--- src/rtl/pe_param.sv ---
// Parametrised weight-stationary / output-stationary systolic PE with double-buffered weights and stall.
// Define PE_SATURATE_EN for saturating arithmetic and a sticky overflow flag (wraps otherwise).
module pe_param #(
    parameter int DATA_WIDTH = 16,
    parameter int FRAC_BITS  = 8
) (
    input  logic                  clk,
    input  logic                  rst,
    input  logic                  pe_enabled,
    input  logic                  mode_os,
    input  logic [DATA_WIDTH-1:0] pe_psum_in,
    input  logic [DATA_WIDTH-1:0] pe_weight_in,
    input  logic                  pe_accept_w_in,
    input  logic [DATA_WIDTH-1:0] pe_input_in,
    input  logic                  pe_valid_in,
    input  logic                  pe_switch_in,
    input  logic                  pe_drain_in,
    input  logic                  clear_ovf,
    output logic [DATA_WIDTH-1:0] pe_psum_out,
    output logic                  pe_psum_valid_out,
    output logic [DATA_WIDTH-1:0] pe_weight_out,
    output logic                  pe_accept_w_out,
    output logic [DATA_WIDTH-1:0] pe_input_out,
    output logic                  pe_valid_out,
    output logic                  pe_switch_out,
    output logic                  pe_drain_out,
    output logic                  overflow_out
);

    localparam int PW = 2 * DATA_WIDTH;
`ifdef PE_SATURATE_EN
    localparam logic [DATA_WIDTH-1:0] D_MAX = {1'b0, {(DATA_WIDTH-1){1'b1}}};
    localparam logic [DATA_WIDTH-1:0] D_MIN = {1'b1, {(DATA_WIDTH-1){1'b0}}};
    localparam logic signed [PW-1:0] PROD_MAX = {{(PW-DATA_WIDTH+1){1'b0}}, {(DATA_WIDTH-1){1'b1}}};
    localparam logic signed [PW-1:0] PROD_MIN = {{(PW-DATA_WIDTH+1){1'b1}}, {(DATA_WIDTH-1){1'b0}}};
`endif

    typedef enum logic [1:0] {
        ST_WS       = 2'd0,
        ST_OS_ACC   = 2'd1,
        ST_OS_DRAIN = 2'd2
    } state_t;

    // Both reducers return {clamped, value}; the clamp bit is always 0 in wrap builds.
    function automatic logic [DATA_WIDTH:0] reduce_prod(input logic signed [PW-1:0] prod);
        logic signed [PW-1:0] shifted;
        logic [DATA_WIDTH:0]  res;
        shifted = prod >>> FRAC_BITS;
        res     = {1'b0, DATA_WIDTH'(shifted)};
`ifdef PE_SATURATE_EN
        if (shifted > PROD_MAX)      res = {1'b1, D_MAX};
        else if (shifted < PROD_MIN) res = {1'b1, D_MIN};
`endif
        return res;
    endfunction

    function automatic logic [DATA_WIDTH:0] reduce_sum(input logic signed [DATA_WIDTH:0] sum);
        logic [DATA_WIDTH:0] res;
        res = {1'b0, DATA_WIDTH'(sum)};
`ifdef PE_SATURATE_EN
        if (sum[DATA_WIDTH] != sum[DATA_WIDTH-1])
            res = {1'b1, (sum[DATA_WIDTH] ? D_MIN : D_MAX)};
`endif
        return res;
    endfunction

    state_t                        state_q, state_d;
    logic signed [DATA_WIDTH-1:0]  acc_q, acc_d;
    logic                          acc_pending_q, acc_pending_d;
    logic signed [DATA_WIDTH-1:0]  w_active_q, w_active_d;
    logic signed [DATA_WIDTH-1:0]  w_inactive_q, w_inactive_d;
    logic [DATA_WIDTH-1:0]         psum_q, psum_d;
    logic                          psum_valid_q, psum_valid_d;
    logic [DATA_WIDTH-1:0]         weight_fwd_q, weight_fwd_d;
    logic                          accept_fwd_q, accept_fwd_d;
    logic [DATA_WIDTH-1:0]         input_fwd_q, input_fwd_d;
    logic                          valid_fwd_q, valid_fwd_d;
    logic                          switch_fwd_q, switch_fwd_d;
    logic                          drain_fwd_q, drain_fwd_d;
    logic                          ovf_q, ovf_d;

    logic                          is_os, do_mac, sat_evt;
    logic signed [DATA_WIDTH-1:0]  w_sel, mac_a, mac_w, addend;
    logic signed [PW-1:0]          prod_full;
    logic [DATA_WIDTH:0]           prod_r, sum_r;
    logic signed [DATA_WIDTH:0]    sum_wide;

    // Single shared MAC: WS adds the north psum, OS adds the local accumulator.
    always_comb begin
        is_os     = (state_q != ST_WS);
        w_sel     = pe_switch_in ? w_inactive_q : w_active_q;
        mac_a     = $signed(pe_input_in);
        mac_w     = is_os ? $signed(pe_weight_in) : w_sel;
        addend    = is_os ? acc_q : $signed(pe_psum_in);
        do_mac    = pe_valid_in & (~is_os | pe_accept_w_in);
        prod_full = mac_a * mac_w;
        prod_r    = reduce_prod(prod_full);
        sum_wide  = {addend[DATA_WIDTH-1], addend} + {prod_r[DATA_WIDTH-1], prod_r[DATA_WIDTH-1:0]};
        sum_r     = reduce_sum(sum_wide);
        sat_evt   = do_mac & (prod_r[DATA_WIDTH] | sum_r[DATA_WIDTH]);
    end

    // Mode changes only take effect on an idle cycle with nothing left to drain.
    always_comb begin
        state_d = state_q;
        case (state_q)
            ST_WS: begin
                if (!pe_valid_in && !acc_pending_q && mode_os) state_d = ST_OS_ACC;
            end
            ST_OS_ACC: begin
                if (pe_drain_in)                                     state_d = ST_OS_DRAIN;
                else if (!pe_valid_in && !acc_pending_q && !mode_os) state_d = ST_WS;
            end
            ST_OS_DRAIN: state_d = ST_OS_ACC;
            default:     state_d = ST_WS;
        endcase
    end

    always_comb begin
        acc_d         = acc_q;
        acc_pending_d = acc_pending_q;
        w_active_d    = w_active_q;
        w_inactive_d  = w_inactive_q;
        psum_d        = '0;
        psum_valid_d  = 1'b0;
        if (!is_os) begin
            if (pe_valid_in) begin
                psum_d       = sum_r[DATA_WIDTH-1:0];
                psum_valid_d = 1'b1;
            end
            if (pe_accept_w_in) w_inactive_d = $signed(pe_weight_in);
            if (pe_switch_in)   w_active_d   = w_inactive_q;
        end else if (pe_drain_in) begin
            psum_d        = do_mac ? sum_r[DATA_WIDTH-1:0] : acc_q;
            psum_valid_d  = 1'b1;
            acc_d         = '0;
            acc_pending_d = 1'b0;
        end else if (do_mac) begin
            acc_d         = $signed(sum_r[DATA_WIDTH-1:0]);
            acc_pending_d = 1'b1;
        end

        weight_fwd_d = pe_accept_w_in ? pe_weight_in : '0;
        accept_fwd_d = pe_accept_w_in;
        input_fwd_d  = pe_valid_in ? pe_input_in : '0;
        valid_fwd_d  = pe_valid_in;
        switch_fwd_d = pe_switch_in;
        drain_fwd_d  = pe_drain_in;
`ifdef PE_SATURATE_EN
        ovf_d = sat_evt | (ovf_q & ~clear_ovf);
`else
        ovf_d = 1'b0;
`endif
    end

`ifndef PE_SATURATE_EN
    logic unused_ovf_inputs;
    assign unused_ovf_inputs = clear_ovf ^ sat_evt;
`endif

    always_ff @(posedge clk or posedge rst) begin
        if (rst) begin
            state_q       <= ST_WS;
            acc_q         <= '0;
            acc_pending_q <= 1'b0;
            w_active_q    <= '0;
            w_inactive_q  <= '0;
            psum_q        <= '0;
            psum_valid_q  <= 1'b0;
            weight_fwd_q  <= '0;
            accept_fwd_q  <= 1'b0;
            input_fwd_q   <= '0;
            valid_fwd_q   <= 1'b0;
            switch_fwd_q  <= 1'b0;
            drain_fwd_q   <= 1'b0;
            ovf_q         <= 1'b0;
        end else if (pe_enabled) begin
            state_q       <= state_d;
            acc_q         <= acc_d;
            acc_pending_q <= acc_pending_d;
            w_active_q    <= w_active_d;
            w_inactive_q  <= w_inactive_d;
            psum_q        <= psum_d;
            psum_valid_q  <= psum_valid_d;
            weight_fwd_q  <= weight_fwd_d;
            accept_fwd_q  <= accept_fwd_d;
            input_fwd_q   <= input_fwd_d;
            valid_fwd_q   <= valid_fwd_d;
            switch_fwd_q  <= switch_fwd_d;
            drain_fwd_q   <= drain_fwd_d;
            ovf_q         <= ovf_d;
        end
    end

    assign pe_psum_out       = psum_q;
    assign pe_psum_valid_out = psum_valid_q;
    assign pe_weight_out     = weight_fwd_q;
    assign pe_accept_w_out   = accept_fwd_q;
    assign pe_input_out      = input_fwd_q;
    assign pe_valid_out      = valid_fwd_q;
    assign pe_switch_out     = switch_fwd_q;
    assign pe_drain_out      = drain_fwd_q;
    assign overflow_out      = ovf_q;

endmodule

--- config.mk ---
export PLATFORM = sky130hd
export DESIGN_NAME = pe_param
export DESIGN_NICKNAME = d
export VERILOG_FILES = /design/src/rtl/pe_param.sv
export SDC_FILE = /design/constraint.sdc
export NUM_CORES = 1
export LEC_CHECK = 0
export ABC_CLOCK_PERIOD_IN_PS = 10500
export CAP_MARGIN = 30
export CORE_ASPECT_RATIO = 0.9
export CORE_UTILIZATION = 40
export CTS_CLUSTER_SIZE = 24
export DETAILED_ROUTE_END_ITERATION = 6
export PLACE_DENSITY = 0.62
export SLEW_MARGIN = 5
export SYNTH_ARGS = -nofsm -noshare
export SYNTH_HDL_FRONTEND = slang
export SYNTH_SLANG_ARGS = --single-unit
--- constraint.sdc ---
create_clock -name clk -period 10.5 [get_ports clk]
set_input_delay 2.1 -clock clk [delete_from_list [all_inputs] [get_ports clk]]
set_output_delay 2.1 -clock clk [all_outputs]
set_load 0.02 [all_outputs]
* Yosys cells after proc, flatten, opt, wreduce, memory -nomap -nowiden *
Index checks and enable logic that the tools add are counted.

storage, ports and cells
  flip-flop bits (word level) = 104
  bits in latches = 0
  bits in writable memories = 0
  bits in read-only memories = 0
  input bits = 57
  output and inout bits = 54
  logic and storage cells = 55
  memories = 0

operators by class
  $add $sub $neg = 1
  multiply operators = 1
  div/mod/pow operators = 0
  order comparisons = 0
  equality and inequality tests = 4
  shift operators = 0
  mux-type cells = 19
  bitwise logic cells = 3
  reduce and logical (&&, ||, !) cells = 14

operators with widths
  kind                  number
  $mux W16              10
  $mul A16 B16 Y24      1
  $add A16 B16 Y16      1
  $reduce_and A3 Y1     3
  $mux W2               3
  $pmux W2 S3           1
  $mux W1               5
  $reduce_and A2 Y1     2
  $reduce_bool A2 Y1    2
  $logic_and A1 B1 Y1   3
  $logic_not A1 Y1      3
  $ne A3 B3 Y1 const B  1
  $eq A2 B1 Y1 const B  1
  $eq A2 B2 Y1 const B  1
  $logic_not A2 Y1      1
  $ne A2 B2 Y1 const B  1
  $and A1 B1 Y1         1
  $not A1 Y1            1
  $or A1 B1 Y1          1

* Logic depth before layout (Yosys ltp) *
Gate-level depths: netlist (run 1).

  depth in word-level cells = 7
  gate-level depth with buffers = 35
  gate-level depth less buffers = 33

* Worst setup path before layout (run 1) *
Ideal clock, no wire load.

  path kind = input to register
  start = in pe_switch_in
  end = reg acc_q[15]
  library setup time = 133 ps
  data arrival time = 9673 ps
  data required time = 10367 ps
  slack = 694 ps
  stages on the path = 31
  cells stage by stage = buf_2 -> buf_4 -> mux2i_1 -> nor2_1 -> a21oi_1 -> clkbuf_1 -> nor2b_1 -> fa_1 -> inv_1 -> fa_1 -> fa_1 -> inv_1 -> fa_1 -> fa_1 -> inv_1 -> fa_1 -> inv_1 -> ha_1 -> nand3_1 -> a2111oi_0 -> a21oi_1 -> xnor2_1 -> ha_1 -> and2_1 -> o21ai_0 -> o31ai_1 -> o41ai_1 -> o21ai_1 -> a31oi_1 -> xnor2_1 -> o31ai_2

between the ends
  word-level cells in the longest chain between the ends = 6

ends and longest elaborated chain
  item                  line  RTL
  from (decl)           16    input logic pe_switch_in,
  $mux W16              -
  $mux W16              93    mac_w = is_os ? $signed(pe_weight_in) : w_sel;
  $mul A16 B16 Y24      96    prod_full = mac_a * mac_w;
  $add A16 B16 Y16      98    sum_wide = {addend[DATA_WIDTH-1], addend} + {prod_r[DATA_WIDTH-1], prod_r[DATA_WIDTH-1:0]};
  $mux W16              138   end else if (do_mac) begin
  $mux W16              133   end else if (pe_drain_in) begin
  to (signal assigned)  164   acc_q <= '0;
  to (signal assigned)  179   acc_q <= acc_d;
  to (decl)             68    logic signed [DATA_WIDTH-1:0] acc_q, acc_d;

No other way between the ends.
A chain may end at the register's enable or synchronous reset.

* Worst setup path in the final report (run 1) *
Same ends and word-level chain as after synthesis.

==> flow_summary.toml, run 1 <==
[finish]
final_cell_area_mm2 = 0.0148
fillers = 2937
antenna_cells = 0
drive_gt1_share_pct = 7.30
layout.nets = 1818
multi_input_area_mm2 = 0.00880
post_layout_nonfiller_instances = 1902
register_area_mm2 = 0.00260
syn_to_final_growth_pct = 16.4

[sta]
rsz0062_at_grt = "no"
fin_crit_ns = 9.87
max_slew_margin_pct = 31.4
setup_slack_ns = 0.628
skew_ns = 0.00820
fmax_ghz = 0.101
setup_viol = 0
period_share_pct = 94.0
worst_slew_pin_slew_ns = 1.03
finalHoldViolCount = 0
slew_violations = 0

[logic_synthesis]
yosys_warnings = 0
syn_inst = 1388
synthFlopType = "dfrtp_1"
synth.most_common_cell = "inv_1"
postSynthNetCount = 1717
synth_top_area_share_pct = 29.5
synthTopCellsByArea = "fa_1 (30%), dfrtp_1 (21%), inv_1 (8.4%), ha_1 (8.4%), nand2_1 (4.8%)"
ys_seq_elements = 104
syn_area_mm2 = 0.0127
synthDistinctLibCells = 56
syn_area_per_cell_um2 = 9.14
synth-seq-area-share_pct = 20.5
synth_common_cells = "inv_1 (284), fa_1 (187), nand2_1 (162)"
async_reset_ff_share_pct = 100
synth_edf_count = 0
yosysTopAreaCell = "fa_1"

[place]
place_congestion = 0.844
post_dp_cell_area_mm2 = 0.0144
port_buffers = 108
dp_cells = 1883
post-dp-hpwl_mm = 26.1
dp_slack_ns = -0.0102

[detailed_routing]
num_vias = 9638
drcViolationCount = 4
viasPerCell = 5.07
detail_route.first_pass.iterations = 7
ant_nets = 0
drt_iter0_markers = 495
routed_wl_mm = 32.3
wl_per_cell_um = 17.0

[clocking]
hold_buffers = 0
cts_resized = 0
cts_tree = "done"
root_buffer = "clkbuf_16"
clkSinkCount = 104
h-tree-depth = 3
clockBufferDepth = 2
cts_made_buffers = 9
clkLatencyLatePin_ns = 0.35
path_clk_slew_ns = 0.07
cts_setup_buffers = 0

[worst_setup_path]
required_ns = 10.75
path_class = "input pin to register"
start_kind = "input pin"
worstPathMaxFanout = 17
max_stage_delay_ns = 0.54
crit_path_frequent_cell = "fa_1"
rrSetupSlack_ns = 1.88
critPathArrivalTime_ns = 10.12
endpoint_kind = "register"
critical_path.slowest_cell = "fa_1"

[floorplan]
die_y_um = 171
boundaryPins = 111
die_width_um = 190
die_area_mm2 = 0.0324
start_util_pct = 40.8
rows = 61
core_region_area_mm2 = 0.0311

[global_routing]
grt_first_pass_wirelength_mm = 53.4
grt_util_all_layers_pct = 21.1
grt_overflow = 0
antenna_found_initial = 0
grt_pass1_vias = 9906
grt_max_degree = 51

[flow_run]
max_cap_viol_count = 0

[status]
violations = "design-rule violations"
status = "complete, but fails checks"

[hold_path]
hold_path.class = "register to register"
[worst max-delay path, delay by kind of cell]
kind / cells / cell delay [ns]
xor+xnor: 2 / 0.28
simple gates: 3 / 0.43
buf+inv: 9 / 1.53
fa+ha+maj: 8 / 3.42
compound gates: 9 / 2.23
mux: 1 / 0.09
[final timing paths]
| check | from | endpoint | cells after the start |
|---|---|---|---|
| max | pe_switch_in | acc_q[15] | 32 |
| min | pe_weight_out[1] | pe_weight_out[1] | 1 |
| max reg2reg | state_q[1] | acc_q[15] | 32 |
| min reg2reg | pe_weight_out[1] | pe_weight_out[1] | 1 |
| max in group asynchronous | rst | pe_psum_out[5] | 4 |
| min in group asynchronous | rst | w_inactive_q[11] | 2 |
[metrics by stage]
step	util (%)	hold slack (ns)	TNS [ns]
floorplan	-	0.480	0
global placement	46.2	0.475	0
detailed placement	46.3	0.472	-0.0102
CTS	47.3	0.498	0
global route	47.5	0.528	0
finish	47.5	0.497	0
[registers in the layout (all words and copies together) (netlist names)]
register,count
pe_psum_out,16
acc_pending_q,1
acc_q,16
w_inactive_q,16
pe_drain_out,1
pe_valid_out,1
pe_accept_w_out,1
pe_switch_out,1
pe_weight_out,16
w_active_q,16
pe_psum_valid_out,1
state_q,2
pe_input_out,16
[layout make-up]
type	instances	area share, %
tap	409	3.47
multi-input combinational	938	59.6
clock inverter	4	0.475
sequential	104	17.6
inverter	285	7.26
timing repair buffer	151	10.0
clock buffer	11	1.58
[metal layers]
layer / routed length (µm) / track usage, % / up-vias / share of wire (%)
met5: 0 / 0 / - / 0
met4: 557 / 5.05 / 0 / 1.7
met3: 1980 / 3.73 / 34 / 6.1
met2: 14700 / 33.3 / 265 / 46
met1: 15000 / 30.0 / 4883 / 46
li1: - / - / 4456 / -
[kinds of logic (layout without fill, tap and decap cells)]
kind of cell / count (synthesis) / after routing / share of synthesized area, %
buf+inv: 346 / 451 / 10.3
simple gates: 414 / 414 / 15.5
flops: 104 / 104 / 20.5
fa+ha+maj: 272 / 272 / 37.9
other cells: 1 / 1 / 0.0296
compound gates: 150 / 150 / 7.72
mux: 52 / 52 / 4.44
xor+xnor: 49 / 49 / 3.55
[placed cells by master (no fill, tap or decap), drive strengths merged, types with 3 or more instances in the layout]
cell type / instances
buf: 44
a221oi: 10
nor3: 7
nor2: 70
a22oi: 3
o21a: 7
fa: 187
nand2: 162
a21oi: 30
dfrtp: 104
inv: 284
nand2b: 6
a22o: 14
o2bb2ai: 4
mux2: 34
nand3: 39
nor2b: 46
and2: 70
o21ai: 54
clkdlybuf4s50: 107
mux2i: 18
a21o: 6
or2: 4
or3: 3
a31oi: 4
xnor2: 38
xor2: 10
clkinv: 3
o21bai: 3
ha: 85
o31ai: 5
clkbuf: 11
Power of run 1 is not shown: default switching activity piles up to over one toggle a cycle in this logic, so the estimate is an artifact.
==> run 2: changes to the inputs <==
--- a/config.mk
+++ b/config.mk
@@ -8,11 +8,11 @@
 export ABC_CLOCK_PERIOD_IN_PS = 10500
 export CAP_MARGIN = 30
 export CORE_ASPECT_RATIO = 0.9
-export CORE_UTILIZATION = 40
+export CORE_UTILIZATION = 50
 export CTS_CLUSTER_SIZE = 24
 export DETAILED_ROUTE_END_ITERATION = 6
-export PLACE_DENSITY = 0.62
-export SLEW_MARGIN = 5
+export PLACE_DENSITY = 0.74
+export SLEW_MARGIN = 20
 export SYNTH_ARGS = -nofsm -noshare
 export SYNTH_HDL_FRONTEND = slang
 export SYNTH_SLANG_ARGS = --single-unit
==> run 2 against run 1 <==
Core utilization increased by 12 points. Design area shrank 1.0%. Register-to-register slack better by 0.36 ns. The run now ends clean.
==> flow_summary.toml, run 2 (same netlist as run 1, synthesis figures left out) <==
[clocking]
cts_setup_buffers = 0
cts_tree = "done"
path_clk_slew_ns = 0.08
clkLatencyLatePin_ns = 0.35
h-tree-depth = 3
clockBufferDepth = 2
cts_resized = 0
cts_made_buffers = 9
root_buffer = "clkbuf_16"
hold_buffers = 0
clkSinkCount = 104

[detailed_routing]
viasPerCell = 5.32
ant_nets = 0
num_vias = 9750
wl_per_cell_um = 17.3
detail_route.first_pass.iterations = 5
routed_wl_mm = 31.8
drt_iter0_markers = 564
drcViolationCount = 0

[hold_path]
min-delay-start = "pe_weight_out[1]"
hold_path.class = "register to register"
min_path_cells = 1
hold_end = "pe_weight_out[1]"

[worst_setup_path]
max_stage_delay_ns = 0.54
required_ns = 10.76
path_class = "input pin to register"
start_kind = "input pin"
crit_path_frequent_cell = "fa_1"
rrSetupSlack_ns = 2.24
reg2regPathDepth = 33
reg2reg_to = "pe_psum_out[15]"
worstPathMaxFanout = 16
critical_path.slowest_cell = "clkdlybuf4s50_1"
critPathArrivalTime_ns = 10.10
r2r-start = "state_q[0]"
endpoint_kind = "register"

[finish]
layout.nets = 1821
layout_common_cells = "inv_1 (283), fa_1 (187), nand2_1 (162)"
final_util_pct = 59.4
register_area_mm2 = 0.00260
syn_to_final_growth_pct = 15.2
mostFrequentLayoutCell = "inv_1"
drive_gt1_share_pct = 7.15
antenna_cells = 0
multi_input_area_mm2 = 0.00877
fillers = 2133

[sta]
period_share_pct = 93.7
totalNegativeSetupSlack_ns = 0
rsz0062_at_grt = "no"
skew_ns = 0.0125
setup_slack_ns = 0.659
worst_slew_pin_slew_ns = 0.940
max_slew_margin_pct = 37.1
fin_crit_ns = 9.84
finalHoldViolCount = 0
setup_viol = 0
slew_violations = 0
fmax_ghz = 0.102

[floorplan]
boundaryPins = 111
rows = 54
die_width_um = 170
die_area_mm2 = 0.0260
die_y_um = 153
core_region_area_mm2 = 0.0246
start_util_pct = 51.6

[status]
status = "finished, final reports clean"

[global_routing]
grt_first_pass_wirelength_mm = 53.4
grt_pass1_vias = 10320
grt_overflow = 0
grt_util_all_layers_pct = 26.4
grt_max_degree = 91
antenna_found_initial = 1

[place]
post-dp-hpwl_mm = 25.5
place_congestion = 0.902
dp_slack_ns = 0.404
port_buffers = 108

[flow_run]
max_cap_viol_count = 0
## run 2: cell count changes in the layout (fill, tap and decap cells not counted), sizes merged
cell,before,now
clkinv,3,4
buf,44,47
bufinv,2,0
inv,284,287
clkbuf,11,10
## run 2: through the flow
step / cell area [µm²] / hold WS (ns) / instances
4_1_cts: 14600 / 0.501 / 1831
5_1_grt: 14600 / 0.527 / 1833
2_1_floorplan: 12700 / 0.480 / 1388
3_5_place_dp: 14300 / 0.473 / 1815
3_3_place_gp: 14300 / 0.468 / 1814
6_report: 14600 / 0.496 / 1833
## run 2: per-layer routing
metal / track usage, % / vias up / wire length [µm]
li1: - / 4469 / -
met1: 35.8 / 4876 / 13400
met2: 42.7 / 344 / 15000
met3: 4.79 / 61 / 2480
met4: 8.45 / 0 / 981
met5: 0 / - / 0
## run 2: how the worst max path moves through the flow
stage | endpoint | slack, ns | startpoint | depth (start not counted)
after global routing | acc_q[15] | 0.25 | pe_switch_in | 34
after CTS | pe_psum_out[15] | 0.69 | pe_switch_in | 34
after global placement | pe_psum_out[15] | 0.42 | pe_switch_in | 31
after detailed placement | pe_psum_out[15] | 0.40 | pe_switch_in | 34
final | pe_psum_out[15] | 0.66 | pe_switch_in | 34
after floorplan | acc_q[15] | 0.69 | pe_switch_in | 31
## run 2: worst max-delay path: cells and delay by family
family,cells,cell delay [ns]
adders and majority gates,8,3.66
muxes,1,0.22
buffers and inverters,9,1.63
xor gates and xnor gates,1,0.12
AOI/OAI and AO/OA,9,1.75
and+or+nand+nor,6,0.58
## run 2: layout make-up
type	instances	share of cell area, %
well taps	336	2.88
inverters	285	7.34
repair buffers	154	9.86
clock buffers	10	1.64
multi-input cells	938	60.0
clock inverters	6	0.479
flip-flops and latches	104	17.8
Power of run 2 is left out for the same reason.
==> run 3: changes to the inputs <==
--- a/config.mk
+++ b/config.mk
@@ -5,13 +5,13 @@
 export SDC_FILE = /design/constraint.sdc
 export NUM_CORES = 1
 export LEC_CHECK = 0
-export ABC_CLOCK_PERIOD_IN_PS = 10500
+export ABC_CLOCK_PERIOD_IN_PS = 9000
 export CAP_MARGIN = 30
 export CORE_ASPECT_RATIO = 0.9
 export CORE_UTILIZATION = 50
-export CTS_CLUSTER_SIZE = 24
+export CTS_CLUSTER_SIZE = 14
 export DETAILED_ROUTE_END_ITERATION = 6
-export PLACE_DENSITY = 0.74
+export PLACE_DENSITY = 0.76
 export SLEW_MARGIN = 20
 export SYNTH_ARGS = -nofsm -noshare
 export SYNTH_HDL_FRONTEND = slang
==> constraint.sdc (replaced) <==
create_clock -name clk -period 9 [get_ports clk]
set_input_delay 1.8 -clock clk [delete_from_list [all_inputs] [get_ports clk]]
set_output_delay 1.8 -clock clk [all_outputs]
set_load 0.02 [all_outputs]
==> run 3 against run 2 <==
Routed wire length increased by 2.4%. Core utilization increased by 4.3 points. Highest routed layer unchanged. Register-to-register slack got worse by 1.2 ns. Setup slack got worse by 0.40 ns. Critical path type unchanged. Global-route usage decreased by 0.14 points.
==> flow_summary.toml, run 3 (same netlist as run 1, synthesis figures left out) <==
[flow_run]
max_cap_viol_count = 0

[worst_setup_path]
crit_path_frequent_cell = "fa_1"
start_kind = "input pin"
path_class = "input pin to register"
r2r-start = "state_q[0]"
critical_path.slowest_cell = "fa_1"
critPathBufInv = 9
critPathArrivalTime_ns = 8.97
rrSetupSlack_ns = 1.00
reg2reg_to = "pe_psum_out[11]"
reg2regPathDepth = 30
required_ns = 9.23
endpoint_kind = "register"
max_stage_delay_ns = 0.54
cp_top_family = "adder cells"
worstPathMaxFanout = 7

[sta]
slew_violations = 0
hold_ws_ns = 0.507
period_share_pct = 97.1
finalHoldViolCount = 0
skew_ns = 0.0102
max_slew_margin_pct = 38.9
setup_viol = 0
worst_slew_pin_slew_ns = 0.913
fin_crit_ns = 8.74
fmax_ghz = 0.114

[place]
dp_cells = 1909
post_dp_cell_area_mm2 = 0.0151
post-dp-hpwl_mm = 26.1
place_congestion = 0.907
port_buffers = 108

[global_routing]
use_met2_pct = 42.8
antenna_found_initial = 0
grt_pass1_vias = 10872
grt_overflow = 0
grtUsageMet3_pct = 4.22
grt_max_degree = 91
grt_first_pass_wirelength_mm = 54.0
gr-max-usage-layer = "met2"
grt_util_all_layers_pct = 26.2
grtUsageMet1_pct = 36.1

[finish]
final_cell_area_mm2 = 0.0157
layout_common_cells = "inv_1 (283), fa_1 (184), nand2_1 (160)"
antenna_cells = 0
syn_to_final_growth_pct = 23.6
drive_gt1_share_pct = 15.5
post_layout_nonfiller_instances = 1932
layout.nets = 1920
mostFrequentLayoutCell = "inv_1"

[detailed_routing]
drcViolationCount = 0
ant_nets = 0
drt_iter0_markers = 497
wl_per_cell_um = 16.9
viasPerCell = 5.28
detail_route.first_pass.iterations = 5
routed_wl_mm = 32.6
num_vias = 10194

[floorplan]
core_region_area_mm2 = 0.0246
die_y_um = 153
rows = 54
die_width_um = 170
die_area_mm2 = 0.0260
boundaryPins = 111
start_util_pct = 51.6

[clocking]
clkSinkCount = 104
cts_tree = "done"
clockBufferDepth = 2
path_clk_slew_ns = 0.07
root_buffer = "clkbuf_16"
clkLatencyLatePin_ns = 0.35
cts_made_buffers = 9
h-tree-depth = 3

[hold_path]
hold_path.class = "register to register"
hold_end = "pe_weight_out[4]"
min_path_cells = 1
min-delay-start = "pe_weight_out[4]"

[status]
status = "finished, final reports clean"
run 3: cell count changes in the layout (fill, tap and decap cells not counted), moves of 3 or more:
cell	change
a21oi_1	-9
a21oi_2	+9
o21ai_2	+6
buf_4	+92
fa_1	-3
o21ai_0	-6
buf_12	+4
fa_2	+3
buf_6	+3
run 3: routing by layer:
metal  routed length [µm]  vias to the layer above
li1                     -                     4671
met1                14100                     5107
met2                15400                      369
met3                 2340                       47
met4                  663                        0
met5                    0                        -
run 3: area by class of cell:
| cell class | instances | area (µm²) |
|---|---|---|
| timing repair buffer | 253 | 2250 |
| sequential | 104 | 2600 |
| clock buffer | 9 | 225 |
| tap | 336 | 420 |
| clock inverter | 7 | 126 |
| multi-input combinational | 938 | 8990 |
| fill | 1955 | 8910 |
| inverter | 285 | 1070 |
run 3: repair_timing:
action,4_1_cts,5_1_grt
resized for setup,7,45
setup endpoints to repair,12,14
hold buffers,0,0
setup buffers,0,5
pin swaps,0,19
run 3: how the worst max path moves through the flow:
stage	start	endpoint	cells past startpoint	slack, ns
after detailed placement	pe_switch_in	pe_psum_out[13]	30	-0.69
final	pe_switch_in	pe_psum_out[11]	32	0.26
after CTS	pe_switch_in	pe_psum_out[13]	32	0.006
after global routing	pe_switch_in	pe_psum_out[11]	32	-0.07
after global placement	pe_switch_in	pe_psum_out[15]	28	-0.59
after floorplan	pe_switch_in	acc_q[15]	31	0.008
run 3: per-stage QoR:
stage,setup TNS (ns),worst slack (ns),util [%]
3_3_place_gp,-6.51,-0.594,61.2
2_1_floorplan,0,0.00792,-
4_1_cts,0,0.00566,62.8
6_report,0,0.257,63.8
3_5_place_dp,-8.22,-0.687,61.2
5_1_grt,-0.268,-0.0740,63.8
Power of run 3 is left out for the same reason.
